File: config.mk
export PLATFORM = sky130hd
export DESIGN_NAME = psram_arbiter_flat
export DESIGN_NICKNAME = d
export VERILOG_FILES = /design/src/rtl/psram_arbiter_if.sv /design/src/rtl/psram_arbiter.sv /design/src/flat_wrapper.sv
export SDC_FILE = /design/constraint.sdc
export NUM_CORES = 1
export LEC_CHECK = 0
export CAP_MARGIN = 10
export CORE_MARGIN = 4
export CORE_UTILIZATION = 37
export DETAILED_ROUTE_END_ITERATION = 12
export PLACE_DENSITY = 0.77
export SYNTH_ARGS = -nofsm -noshare
export SYNTH_HDL_FRONTEND = slang
export SYNTH_SLANG_ARGS = --single-unit
File: constraint.sdc
create_clock -name clk_100mhz -period 1.5 [get_ports clk_100mhz]
set_input_delay 0.15 -clock clk_100mhz [delete_from_list [all_inputs] [get_ports clk_100mhz]]
set_output_delay 0.15 -clock clk_100mhz [all_outputs]
set_load 0.03 [all_outputs]
File: src/rtl/psram_arbiter_if.sv
// psram_arbiter_if: the bundle of signals that connects the PSRAM arbiter to its
// two requesters (video fetch, CPU) and to the PSRAM controller.
//   video : vid_req_i, vid_addr_i -> vid_ack_o, vid_valid_o, vid_rdata_o
//   cpu   : cpu_req_i, cpu_we_i, cpu_addr_i, cpu_wdata_i -> cpu_ack_o, cpu_valid_o, cpu_rdata_o
//   psram : mem_stb_o, mem_we_o, mem_addr_o, mem_din_o <-> mem_busy_i, mem_dout_i
//   status: arb_busy_o
// Signal suffixes are named from the arbiter's point of view.
// Modports: master = the arbiter, slave = requesters plus PSRAM controller.
interface psram_arbiter_if #(
  parameter int unsigned AW = 24,
  parameter int unsigned DW = 16
);
  logic          vid_req_i;
  logic [AW-1:0] vid_addr_i;
  logic          vid_ack_o;
  logic          vid_valid_o;
  logic [DW-1:0] vid_rdata_o;

  logic          cpu_req_i;
  logic          cpu_we_i;
  logic [AW-1:0] cpu_addr_i;
  logic [DW-1:0] cpu_wdata_i;
  logic          cpu_ack_o;
  logic          cpu_valid_o;
  logic [DW-1:0] cpu_rdata_o;

  logic          mem_stb_o;
  logic          mem_we_o;
  logic [AW-1:0] mem_addr_o;
  logic [DW-1:0] mem_din_o;
  logic          mem_busy_i;
  logic [DW-1:0] mem_dout_i;

  logic          arb_busy_o;

  modport master (
    input  vid_req_i, vid_addr_i,
    input  cpu_req_i, cpu_we_i, cpu_addr_i, cpu_wdata_i,
    input  mem_busy_i, mem_dout_i,
    output vid_ack_o, vid_valid_o, vid_rdata_o,
    output cpu_ack_o, cpu_valid_o, cpu_rdata_o,
    output mem_stb_o, mem_we_o, mem_addr_o, mem_din_o,
    output arb_busy_o
  );

  modport slave (
    output vid_req_i, vid_addr_i,
    output cpu_req_i, cpu_we_i, cpu_addr_i, cpu_wdata_i,
    output mem_busy_i, mem_dout_i,
    input  vid_ack_o, vid_valid_o, vid_rdata_o,
    input  cpu_ack_o, cpu_valid_o, cpu_rdata_o,
    input  mem_stb_o, mem_we_o, mem_addr_o, mem_din_o,
    input  arb_busy_o
  );
endinterface

File: src/rtl/psram_arbiter.sv
// psram_arbiter: two-port arbiter (video fetch, CPU) in front of a single PSRAM
// controller. One transaction is outstanding at a time.
//   clk_100mhz : system clock, rising edge
//   rstn_i     : asynchronous active-low reset
//   bus        : psram_arbiter_if.master (requester, PSRAM and status signals)
// Flow: IDLE arbitrates when the controller is not busy. ISSUE holds the strobe until
// busy is seen. WAIT_DONE waits for busy to fall, then captures read data and pulses valid.
// Video has priority. Define PSRAM_ARB_ANTISTARVE_EN to force a CPU grant after
// STARVE_LIMIT consecutive video grants that happened while the CPU was waiting.
module psram_arbiter #(
  parameter int unsigned AW           = 24,
  parameter int unsigned DW           = 16,
  parameter int unsigned STARVE_LIMIT = 8
) (
  input  logic            clk_100mhz,
  input  logic            rstn_i,
  psram_arbiter_if.master bus
);

  typedef enum logic [1:0] {StIdle, StIssue, StWaitDone} state_e;

  state_e        state_q;
  logic          owner_cpu_q;
  logic          wr_q;         // survives mem_we_q clearing after ISSUE
  logic          vid_ack_q, vid_valid_q, cpu_ack_q, cpu_valid_q;
  logic          mem_stb_q, mem_we_q;
  logic [AW-1:0] mem_addr_q;
  logic [DW-1:0] mem_din_q, vid_rdata_q, cpu_rdata_q;
  logic          starved;
  logic          grant_vid, grant_cpu;

`ifdef PSRAM_ARB_ANTISTARVE_EN
  localparam int unsigned     CntW  = $clog2(STARVE_LIMIT + 2);
  localparam logic [CntW-1:0] Limit = CntW'(STARVE_LIMIT);

  logic [CntW-1:0] starve_q;

  assign starved = (starve_q == Limit);

  // Counts video grants taken while the CPU was waiting; saturates at Limit.
  always_ff @(posedge clk_100mhz or negedge rstn_i) begin
    if (!rstn_i) begin
      starve_q <= '0;
    end else if (state_q == StIdle && !bus.mem_busy_i) begin
      if (grant_cpu) begin
        starve_q <= '0;
      end else if (grant_vid) begin
        if (!bus.cpu_req_i) begin
          starve_q <= '0;
        end else if (!starved) begin
          starve_q <= starve_q + CntW'(1);
        end
      end
    end
  end
`else
  logic unused_starve_limit;

  assign starved             = 1'b0;
  assign unused_starve_limit = ^STARVE_LIMIT;
`endif

  assign grant_vid = bus.vid_req_i && !(starved && bus.cpu_req_i);
  assign grant_cpu = bus.cpu_req_i && !grant_vid;

  always_ff @(posedge clk_100mhz or negedge rstn_i) begin
    if (!rstn_i) begin
      state_q     <= StIdle;
      owner_cpu_q <= 1'b0;
      wr_q        <= 1'b0;
      vid_ack_q   <= 1'b0;
      vid_valid_q <= 1'b0;
      cpu_ack_q   <= 1'b0;
      cpu_valid_q <= 1'b0;
      mem_stb_q   <= 1'b0;
      mem_we_q    <= 1'b0;
      mem_addr_q  <= '0;
      mem_din_q   <= '0;
      vid_rdata_q <= '0;
      cpu_rdata_q <= '0;
    end else begin
      // ack/valid are single-cycle pulses
      vid_ack_q   <= 1'b0;
      cpu_ack_q   <= 1'b0;
      vid_valid_q <= 1'b0;
      cpu_valid_q <= 1'b0;
      unique case (state_q)
        StIdle: begin
          // busy while idle also covers PSRAM power-up
          if (!bus.mem_busy_i && (grant_vid || grant_cpu)) begin
            state_q     <= StIssue;
            mem_stb_q   <= 1'b1;
            owner_cpu_q <= grant_cpu;
            if (grant_cpu) begin
              mem_addr_q <= bus.cpu_addr_i;
              mem_din_q  <= bus.cpu_wdata_i;
              mem_we_q   <= bus.cpu_we_i;
              wr_q       <= bus.cpu_we_i;
              cpu_ack_q  <= 1'b1;
            end else begin
              mem_addr_q <= bus.vid_addr_i;
              mem_we_q   <= 1'b0;
              wr_q       <= 1'b0;
              vid_ack_q  <= 1'b1;
            end
          end
        end
        StIssue: begin
          if (bus.mem_busy_i) begin
            state_q   <= StWaitDone;
            mem_stb_q <= 1'b0;
            mem_we_q  <= 1'b0;
          end
        end
        StWaitDone: begin
          if (!bus.mem_busy_i) begin
            state_q <= StIdle;
            if (owner_cpu_q) begin
              cpu_valid_q <= 1'b1;
              if (!wr_q) begin
                cpu_rdata_q <= bus.mem_dout_i;
              end
            end else begin
              vid_valid_q <= 1'b1;
              vid_rdata_q <= bus.mem_dout_i;
            end
          end
        end
        default: state_q <= StIdle;
      endcase
    end
  end

  assign bus.vid_ack_o   = vid_ack_q;
  assign bus.vid_valid_o = vid_valid_q;
  assign bus.vid_rdata_o = vid_rdata_q;
  assign bus.cpu_ack_o   = cpu_ack_q;
  assign bus.cpu_valid_o = cpu_valid_q;
  assign bus.cpu_rdata_o = cpu_rdata_q;
  assign bus.mem_stb_o   = mem_stb_q;
  assign bus.mem_we_o    = mem_we_q;
  assign bus.mem_addr_o  = mem_addr_q;
  assign bus.mem_din_o   = mem_din_q;
  assign bus.arb_busy_o  = (state_q != StIdle);

endmodule
File: src/flat_wrapper.sv
// flat-port wrapper written by rule: the top's interface ports become plain ports
module psram_arbiter_flat 
#(
  parameter int unsigned AW           = 24,
  parameter int unsigned DW           = 16,
  parameter int unsigned STARVE_LIMIT = 8
)
  (clk_100mhz, rstn_i, bus_vid_req_i, bus_vid_addr_i, bus_cpu_req_i, bus_cpu_we_i, bus_cpu_addr_i, bus_cpu_wdata_i, bus_mem_busy_i, bus_mem_dout_i, bus_vid_ack_o, bus_vid_valid_o, bus_vid_rdata_o, bus_cpu_ack_o, bus_cpu_valid_o, bus_cpu_rdata_o, bus_mem_stb_o, bus_mem_we_o, bus_mem_addr_o, bus_mem_din_o, bus_arb_busy_o);
  psram_arbiter_if #(.AW(AW), .DW(DW)) bus_i ();
  input  logic clk_100mhz;
  input  logic rstn_i;
  input wire logic [$bits(bus_i.vid_req_i)-1:0] bus_vid_req_i;
  input wire logic [$bits(bus_i.vid_addr_i)-1:0] bus_vid_addr_i;
  input wire logic [$bits(bus_i.cpu_req_i)-1:0] bus_cpu_req_i;
  input wire logic [$bits(bus_i.cpu_we_i)-1:0] bus_cpu_we_i;
  input wire logic [$bits(bus_i.cpu_addr_i)-1:0] bus_cpu_addr_i;
  input wire logic [$bits(bus_i.cpu_wdata_i)-1:0] bus_cpu_wdata_i;
  input wire logic [$bits(bus_i.mem_busy_i)-1:0] bus_mem_busy_i;
  input wire logic [$bits(bus_i.mem_dout_i)-1:0] bus_mem_dout_i;
  output wire logic [$bits(bus_i.vid_ack_o)-1:0] bus_vid_ack_o;
  output wire logic [$bits(bus_i.vid_valid_o)-1:0] bus_vid_valid_o;
  output wire logic [$bits(bus_i.vid_rdata_o)-1:0] bus_vid_rdata_o;
  output wire logic [$bits(bus_i.cpu_ack_o)-1:0] bus_cpu_ack_o;
  output wire logic [$bits(bus_i.cpu_valid_o)-1:0] bus_cpu_valid_o;
  output wire logic [$bits(bus_i.cpu_rdata_o)-1:0] bus_cpu_rdata_o;
  output wire logic [$bits(bus_i.mem_stb_o)-1:0] bus_mem_stb_o;
  output wire logic [$bits(bus_i.mem_we_o)-1:0] bus_mem_we_o;
  output wire logic [$bits(bus_i.mem_addr_o)-1:0] bus_mem_addr_o;
  output wire logic [$bits(bus_i.mem_din_o)-1:0] bus_mem_din_o;
  output wire logic [$bits(bus_i.arb_busy_o)-1:0] bus_arb_busy_o;
  assign bus_i.vid_req_i = bus_vid_req_i;
  assign bus_i.vid_addr_i = bus_vid_addr_i;
  assign bus_i.cpu_req_i = bus_cpu_req_i;
  assign bus_i.cpu_we_i = bus_cpu_we_i;
  assign bus_i.cpu_addr_i = bus_cpu_addr_i;
  assign bus_i.cpu_wdata_i = bus_cpu_wdata_i;
  assign bus_i.mem_busy_i = bus_mem_busy_i;
  assign bus_i.mem_dout_i = bus_mem_dout_i;
  assign bus_vid_ack_o = bus_i.vid_ack_o;
  assign bus_vid_valid_o = bus_i.vid_valid_o;
  assign bus_vid_rdata_o = bus_i.vid_rdata_o;
  assign bus_cpu_ack_o = bus_i.cpu_ack_o;
  assign bus_cpu_valid_o = bus_i.cpu_valid_o;
  assign bus_cpu_rdata_o = bus_i.cpu_rdata_o;
  assign bus_mem_stb_o = bus_i.mem_stb_o;
  assign bus_mem_we_o = bus_i.mem_we_o;
  assign bus_mem_addr_o = bus_i.mem_addr_o;
  assign bus_mem_din_o = bus_i.mem_din_o;
  assign bus_arb_busy_o = bus_i.arb_busy_o;
  psram_arbiter #(.AW(AW), .DW(DW), .STARVE_LIMIT(STARVE_LIMIT)) u_core (.clk_100mhz(clk_100mhz), .rstn_i(rstn_i), .bus(bus_i));
endmodule
==> flow_summary.toml <==
[synthesis]
synth_seq_area_share_pct = 60.36
synth_top_area_share_pct = 60.36
yosys.area.top_type = "dfrtp_1"
synth_area_per_cell_sq_um = 16.11
ys_top_cells_by_area = "dfrtp_1 (60%), mux2_2 (32%), buf_6 (1.7%), nor3_4 (0.96%), nor4_4 (0.63%)"
synth_cells = 211
ys_warn_count = 0
syn_nets = 297
synth_area_sq_um = 3400
ys_ff_latch = 82
synth_cell_types = 23

[cts]
clk_latency_ns = 0.34
cts.htree.levels = 3
cts_made_buffers = 9
clkTransAtPathRegs_ns = 0.09
cts_tree = "yes"
cts.sink_count = 82
clockBufferDepth = 2
cts_root_buffer = "clkbuf_8"

[placement]
numPortBuffers = 164
pre_cts_ws_ns = -0.3104
place_congestion = 0.7289
hpwl_um = 6524

[detailed_routing]
drc = 0
dr.pass1.iters = 3
ant_nets = 0
drt_first_iter_violations = 64
viasPerCell = 4.771
drt-total-wl_um = 8673
wl_per_cell_um = 16.97
vias = 2438

[setup_path]
cp_num_buf_inv = 1
worstReg2RegStart = "u_core.state_q[1]"
cp.arrival_ns = 1.69
cp-start-kind = "register"
crit_fanout = 9
cp_slowest_stage_delay_ns = 0.45
crit_chain = "nor3_4 > o21a_4 > buf_8 > mux2_2"
reg2reg_setup_slack_ns = 0.03
critical_path_depth = 4
required_ns = 1.72
crit_slowest_cell = "dfrtp_2"
rr_endpoint = "u_core.bus.mem_addr_o[21]"
cpLargestDelayFamily = "flip-flops"
cp-end-kind = "register"
reg2reg_depth = 4
path_class = "reg2reg"

[sta]
setup_viol_count_final = 0
fin_crit_ns = 1.468
fin_ws_ns = 0.03201
fmax_mhz = 681.2
hold_viol = 0
finalCritPeriodShare_pct = 97.87
slew_headroom_pct = 76.65
tightest_slew_ns = 0.3516
final-max-slew-violation-count = 0
rsz0062_at_grt = "yes"
skew_ns = 0.01222

[power]
p_sw_share_pct = 39.99
vdd_drop_max_mv = 0.9889
p_per_area_nw_per_um2 = 1957
power_leakage_nw = 2.559
pwr-share-clk_pct = 16.7
power.switching_mw = 4.389
p_int_mw = 6.586
seq_power_share_pct = 33.9
combPwrFrac_pct = 49.4

[flow_run]
drv_cap = 0

[final_layout]
layout-drive-gt1-share_pct = 35.98
nets = 484
area_delta_synth_final_pct = 65.00
final_util_pct = 63.39
num_antenna_cells = 0

[global_route]
grt_pass1_vias = 2706
grt_pass1_wl_um = 14080
track_usage_pct = 16.06
antenna_found_initial = 0
grt_max_degree = 37
grt-ovfl-total = 0

[floorplanning]
start_util_pct = 38.42
fp.dieH_um = 103.9
dieArea_sq_um = 10790
fp.coreArea_sq_um = 8848
boundaryPins = 165
die_w_um = 103.9
row_count = 34

[run_status]
status = "finished clean"

[worst_hold_path]
hold_path.class = "in2async"
==> cell usage in the layout (no fill, tap or decap) <==
cell type / n
nand2b_1: 1
dlygate4sd2_1: 78
buf_12: 6
nand2b_4: 1
o21a_4: 1
clkdlybuf4s50_1: 84
nand3b_1: 1
nand2_2: 1
buf_8: 1
bufinv_16: 2
dlygate4sd3_1: 1
nor2b_2: 1
nand2_1: 1
nor3_1: 1
dfrtp_2: 2
dfrtp_1: 80
a21boi_0: 1
or2_4: 1
o21bai_1: 1
nor4_4: 1
and2_1: 1
buf_4: 12
buf_6: 3
a21o_1: 1
mux2_2: 72
inv_1: 3
clkbuf_16: 1
nand4b_1: 1
nor3_4: 2
mux2_4: 24
clkinv_4: 3
o21ai_0: 3
clkbuf_8: 11
==> registers in the layout, summed over array words and instances (netlist names) <==
signal	flops
u_core.bus.mem_din_o	16
u_core.bus.mem_stb_o	1
u_core.bus.cpu_ack_o	1
u_core.bus.vid_rdata_o	16
u_core.bus.vid_ack_o	1
u_core.bus.mem_we_o	1
u_core.owner_cpu_q	1
u_core.bus.mem_addr_o	24
u_core.bus.vid_valid_o	1
u_core.bus.cpu_rdata_o	16
u_core.bus.cpu_valid_o	1
u_core.wr_q	1
u_core.state_q	2
==> power by group through the flow <==
stage	Combinational, mW	Sequential (mW)	Clock, mW
detailed placement	5.96	3.80	0
CTS	5.31	3.73	1.88
finish	5.42	3.72	1.83
global placement	5.87	3.75	0
global route	5.69	3.86	2.01
floorplan	1.26	5.75	0
==> cell families after synthesis <==
group                  after synthesis  share of synthesized area [%]
muxes                               96                          31.80
DFF                                 82                          60.36
and+or+nand+nor                     13                          3.644
buffers and inverters               13                          2.870
AOI/OAI and AO/OA                    7                          1.325
==> cell type report <==
cell class / count / area [sq um]
inverter: 3 / 11.26
timing repair buffer: 186 / 1818
tap: 108 / 135.1
sequential: 82 / 2054
fill: 734 / 3239
clock buffer: 11 / 151.4
clock inverter: 5 / 86.33
multi-input combinational: 116 / 1353
==> worst max path at each step <==
stage,to,startpoint,slack [ns]
5_1_grt,u_core.bus.cpu_rdata_o[3],u_core.state_q[0],-0.03
4_1_cts,u_core.bus.mem_addr_o[3],u_core.state_q[0],0.002
3_5_place_dp,u_core.bus.cpu_rdata_o[2],bus_mem_busy_i,-0.31
6_report,u_core.bus.mem_addr_o[21],u_core.state_q[1],0.03
2_1_floorplan,u_core.bus.cpu_rdata_o[10],u_core.state_q[0],-0.06
3_3_place_gp,u_core.bus.cpu_rdata_o[9],bus_mem_busy_i,-0.29
==> timing repair <==
item / CTS / global route
setup endpoints to repair: 94 / 41
gates resized for setup: 83 / 21
setup buffers: 1 / 0
cloned: 0 / 1
hold buffers: 1 / 0
endpoints found under the hold margin: 82 / 0
pin swaps: 0 / 1
==> metrics by stage <==
step	hold WS, ns	power, mW	setup TNS [ns]	instance area, sq um	instances
6_report	0.2101	10.98	0	5609	511
3_5_place_dp	0.03011	9.755	-17.31	5335	492
3_3_place_gp	0.02858	9.617	-16.31	5335	492
4_1_cts	0.2145	10.91	0	5509	510
5_1_grt	0.2185	11.56	-0.2677	5609	511
2_1_floorplan	-0.1456	7.010	-0.6453	3433	211
==> per-layer routing <==
metal,vias to the layer above,track usage (%),wire length (um),part of all wire [%]
li1,1129,-,-,-
met1,1211,18.65,3489,40
met2,91,27.44,4370,50
met3,7,6.828,731,8.4
met4,0,3.989,82,0.95
met5,-,0,0,0
==> cell usage after synthesis <==
| master | n |
|---|---|
| o21a_1 | 1 |
| buf_6 | 5 |
| buf_4 | 2 |
| nand4b_1 | 1 |
| nand2b_1 | 1 |
| inv_1 | 3 |
| mux2_2 | 96 |
| a21o_1 | 1 |
| nand3b_1 | 1 |
| buf_2 | 3 |
| nor4_4 | 1 |
| nand2b_4 | 1 |
| o21bai_1 | 1 |
| o21ai_0 | 3 |
| a21boi_0 | 1 |
| nand2_1 | 1 |
| nor3_4 | 2 |
| or2_2 | 1 |
| nor3_1 | 1 |
| nor2b_1 | 1 |
| and2_1 | 1 |
| nand2_2 | 1 |
| dfrtp_1 | 82 |
Power figures use the tool's default switching activity.
==> edit: new RTL, same settings <==
`AW` is set to 24 in 3 places; all go to 12.
--- a/src/rtl/psram_arbiter_if.sv
+++ b/src/rtl/psram_arbiter_if.sv
@@ -8,5 +8,5 @@
 // Modports: master = the arbiter, slave = requesters plus PSRAM controller.
 interface psram_arbiter_if #(
-  parameter int unsigned AW = 24,
+  parameter int unsigned AW = 12,
   parameter int unsigned DW = 16
 );
--- a/src/rtl/psram_arbiter.sv
+++ b/src/rtl/psram_arbiter.sv
@@ -9,5 +9,5 @@
 // STARVE_LIMIT consecutive video grants that happened while the CPU was waiting.
 module psram_arbiter #(
-  parameter int unsigned AW           = 24,
+  parameter int unsigned AW           = 12,
   parameter int unsigned DW           = 16,
   parameter int unsigned STARVE_LIMIT = 8
--- a/src/flat_wrapper.sv
+++ b/src/flat_wrapper.sv
@@ -2,5 +2,5 @@
 module psram_arbiter_flat 
 #(
-  parameter int unsigned AW           = 24,
+  parameter int unsigned AW           = 12,
   parameter int unsigned DW           = 16,
   parameter int unsigned STARVE_LIMIT = 8
Interface: changed (resized bus_cpu_addr_i, bus_mem_addr_o and bus_vid_addr_i); port bits go from 165 to 129. The function was not compared with the original's and may differ.
==> edit against the unedited design <==
The run now ends with negative setup slack left. Global-route usage decreased by 1.2 points. Sequential power decreased by 15%. Non-clock buffer count decreased by 38. Sequential cell count decreased by 12. Cell area decreased by 17%. Highest routed layer unchanged. Worst setup slack got worse by 0.061 ns. Sequential share of layout area increased by 0.99 points. Clock power increased by 13%. Power decreased by 12%. Synthesized area decreased by 16%. Wire length decreased by 21%. Combinational power decreased by 18%.
==> edit: results (changes against the unedited design) <==
Status
  – Status: finished with violations
  – Failing checks: negative setup slack

Synth
  – Async SR Flop Fraction: 1.000 (unchanged)
  – Syn_nets: 234 (-21%)
  – Post-synth top cells: dfrtp_1 (70), mux2_2 (54), mux2_4 (18), buf_6 (4)
  – Post-synthesis cell type count: 24 (+4.3%)
  – Syn. warnings: 0 (unchanged)
  – Top post-synthesis cells by area: dfrtp_1 (61%), mux2_2 (21%), mux2_4 (9.4%), buf_6 (1.6%), buf_4 (0.78%)
  – Seq/Total Area, Yosys: 0.6100 (+0.006415)

Place
  – Placed Area: 0.004372 mm^2 (-18%)
  – Routability Congestion: 0.6729 (-7.7%)
  – DP Wirelength: 5.085 mm (-22%)
  – I/O Buffers: 128 (-22%)

STA
  – Final worst slack: -0.02871 ns (-0.06072 ns)
  – Fin Setup TNS: -0.1465 ns (-0.1465 ns)
  – Setup violators final: 10 (+10)
  – Clock Skews: 0.009026 ns (-0.003191 ns)
  – Slew headroom: 0.7218 (-0.04466)

Final layout
  – Ant. Diodes: 0 (unchanged)
  – Fillers: 617 (-16%)
  – Share of layout cells above drive strength 1: 0.3526 (-0.007218)
  – Nets: 386 (-20%)

Power and ir drop
  – Peak VDD IR: 0.9022 mV (-8.8%)
  – Leakage: 0.002188 uW (-14%)
  – Net Sw Power: 3660 uW (-17%)

Clock tree
  – Reg clk slew, reported paths: ~0.08 ns
  – CTS buffer count: 9 (unchanged)

GRT
  – GR Util met3: 0.04144 (-0.02684)
  – Largest net degree at the start of global routing: 38 (+2.7%)
  – Global-route wire length before repair: 10.43 mm (-26%)
  – All-Layer GR Usage: 0.1487 (-0.01183)
  – Grt met2 use: 0.2461 (-0.02825)
  – Initial antenna violation count: 0 (unchanged)
  – M1 GR Usage: 0.1830 (-0.003419)
  – Vias in the first global route: 2103 (-22%)

Route
  – Total number of vias: 1953 (-20%)
  – DR iter-0 viols: 68 (+6.3%)
  – DRT Pass-1 Iters: 4 (+1)
  – WL final: 6.847 mm (-21%)
  – DR DRC count: 0 (unchanged)

Critical path
  – CP Max Fanout: 8 (-1)
  – Critical Path AT: 1.73 ns (+0.04 ns)
  – Reg2Reg Depth: 5 (+1)
[edit: cell types whose count changed after synthesis, moves of 3 or more]
cell / change
mux2_2: -42
mux2_4: +18
dfrtp_1: -12
buf_2: -3
[edit: routing by layer]
| metal | wire length, um | part of all wire |
|---|---|---|
| met1 | 2896 | 0.42 |
| met2 | 3290 | 0.48 |
| met3 | 563 | 0.082 |
| met4 | 95 | 0.014 |
| met5 | 0 | 0 |
[edit: what timing repair did]
item | in CTS | in global routing
cloned | 0 | 1
hold buffers | 1 | 0
buffers inserted | 0 | 2
hold endpoints to repair | 15 | 0
resized for setup | 65 | 9
endpoints found under the setup margin | 76 | 26
[edit: logic make-up after synthesis]
group / after synthesis / share of synthesized area
DFF: 70 / 0.6100
AOI/OAI and AO/OA: 7 / 0.01569
and+or+nand+nor: 13 / 0.04096
muxes: 72 / 0.3059
buffers and inverters: 10 / 0.02745
[edit: final cells by class]
cell class | count | area [um^2] | area share
sequential | 70 | 1753 | 0.3762
clock buffer | 11 | 151.4 | 0.03249
timing repair buffer | 148 | 1416 | 0.3040
inverter | 3 | 11.26 | 0.002417
clock inverter | 5 | 128.9 | 0.02766
multi-input combinational | 92 | 1075 | 0.2307
tap | 99 | 123.9 | 0.02658
[edit: per-stage QoR]
| step | std cells | hold WS [ns] | util | setup slack [ns] |
|---|---|---|---|---|
| 2_1_floorplan | 172 | -0.1456 | - | -0.03920 |
| 5_1_grt | 428 | 0.3406 | 0.6289 | -0.06209 |
| 6_report | 428 | 0.3273 | 0.6289 | -0.02871 |
| 3_3_place_gp | 408 | 0.09900 | 0.5901 | -0.2442 |
| 4_1_cts | 425 | 0.3133 | 0.6193 | -0.02317 |
| 3_5_place_dp | 408 | 0.1086 | 0.5901 | -0.2876 |
[edit: critical path, stage by stage, from the launching register on]
cell and delay [ns]:
dfrtp_1 0.43, nand2b_4 0.19, nor4_4 0.13, buf_4 0.18
clkbuf_16 0.17, mux2_4 0.31
[edit: path summary, 6_finish.rpt]
check | start | to | slack (ns)
worst min-delay path | rstn_i | u_core.state_q[0] | 0.33
worst max register to register | u_core.state_q[0] | u_core.bus.cpu_rdata_o[12] | -0.03
worst min register to register | u_core.bus.mem_stb_o | u_core.bus.mem_stb_o | 0.48
worst max-delay path | u_core.state_q[0] | u_core.bus.cpu_rdata_o[12] | -0.03
min in group clk_100mhz | bus_cpu_wdata_i[8] | u_core.bus.mem_din_o[8] | 0.43
max in group asynchronous | rstn_i | u_core.bus.mem_addr_o[9] | 0.57
[edit: power groups by stage]
stage	clock network (uW)	registers (uW)	logic [uW]
floorplan	0	4860	1120
global route	2220	3290	4640
global placement	0	3200	4890
CTS	2120	3170	4420
detailed placement	0	3230	4980
finish	2070	3170	4420
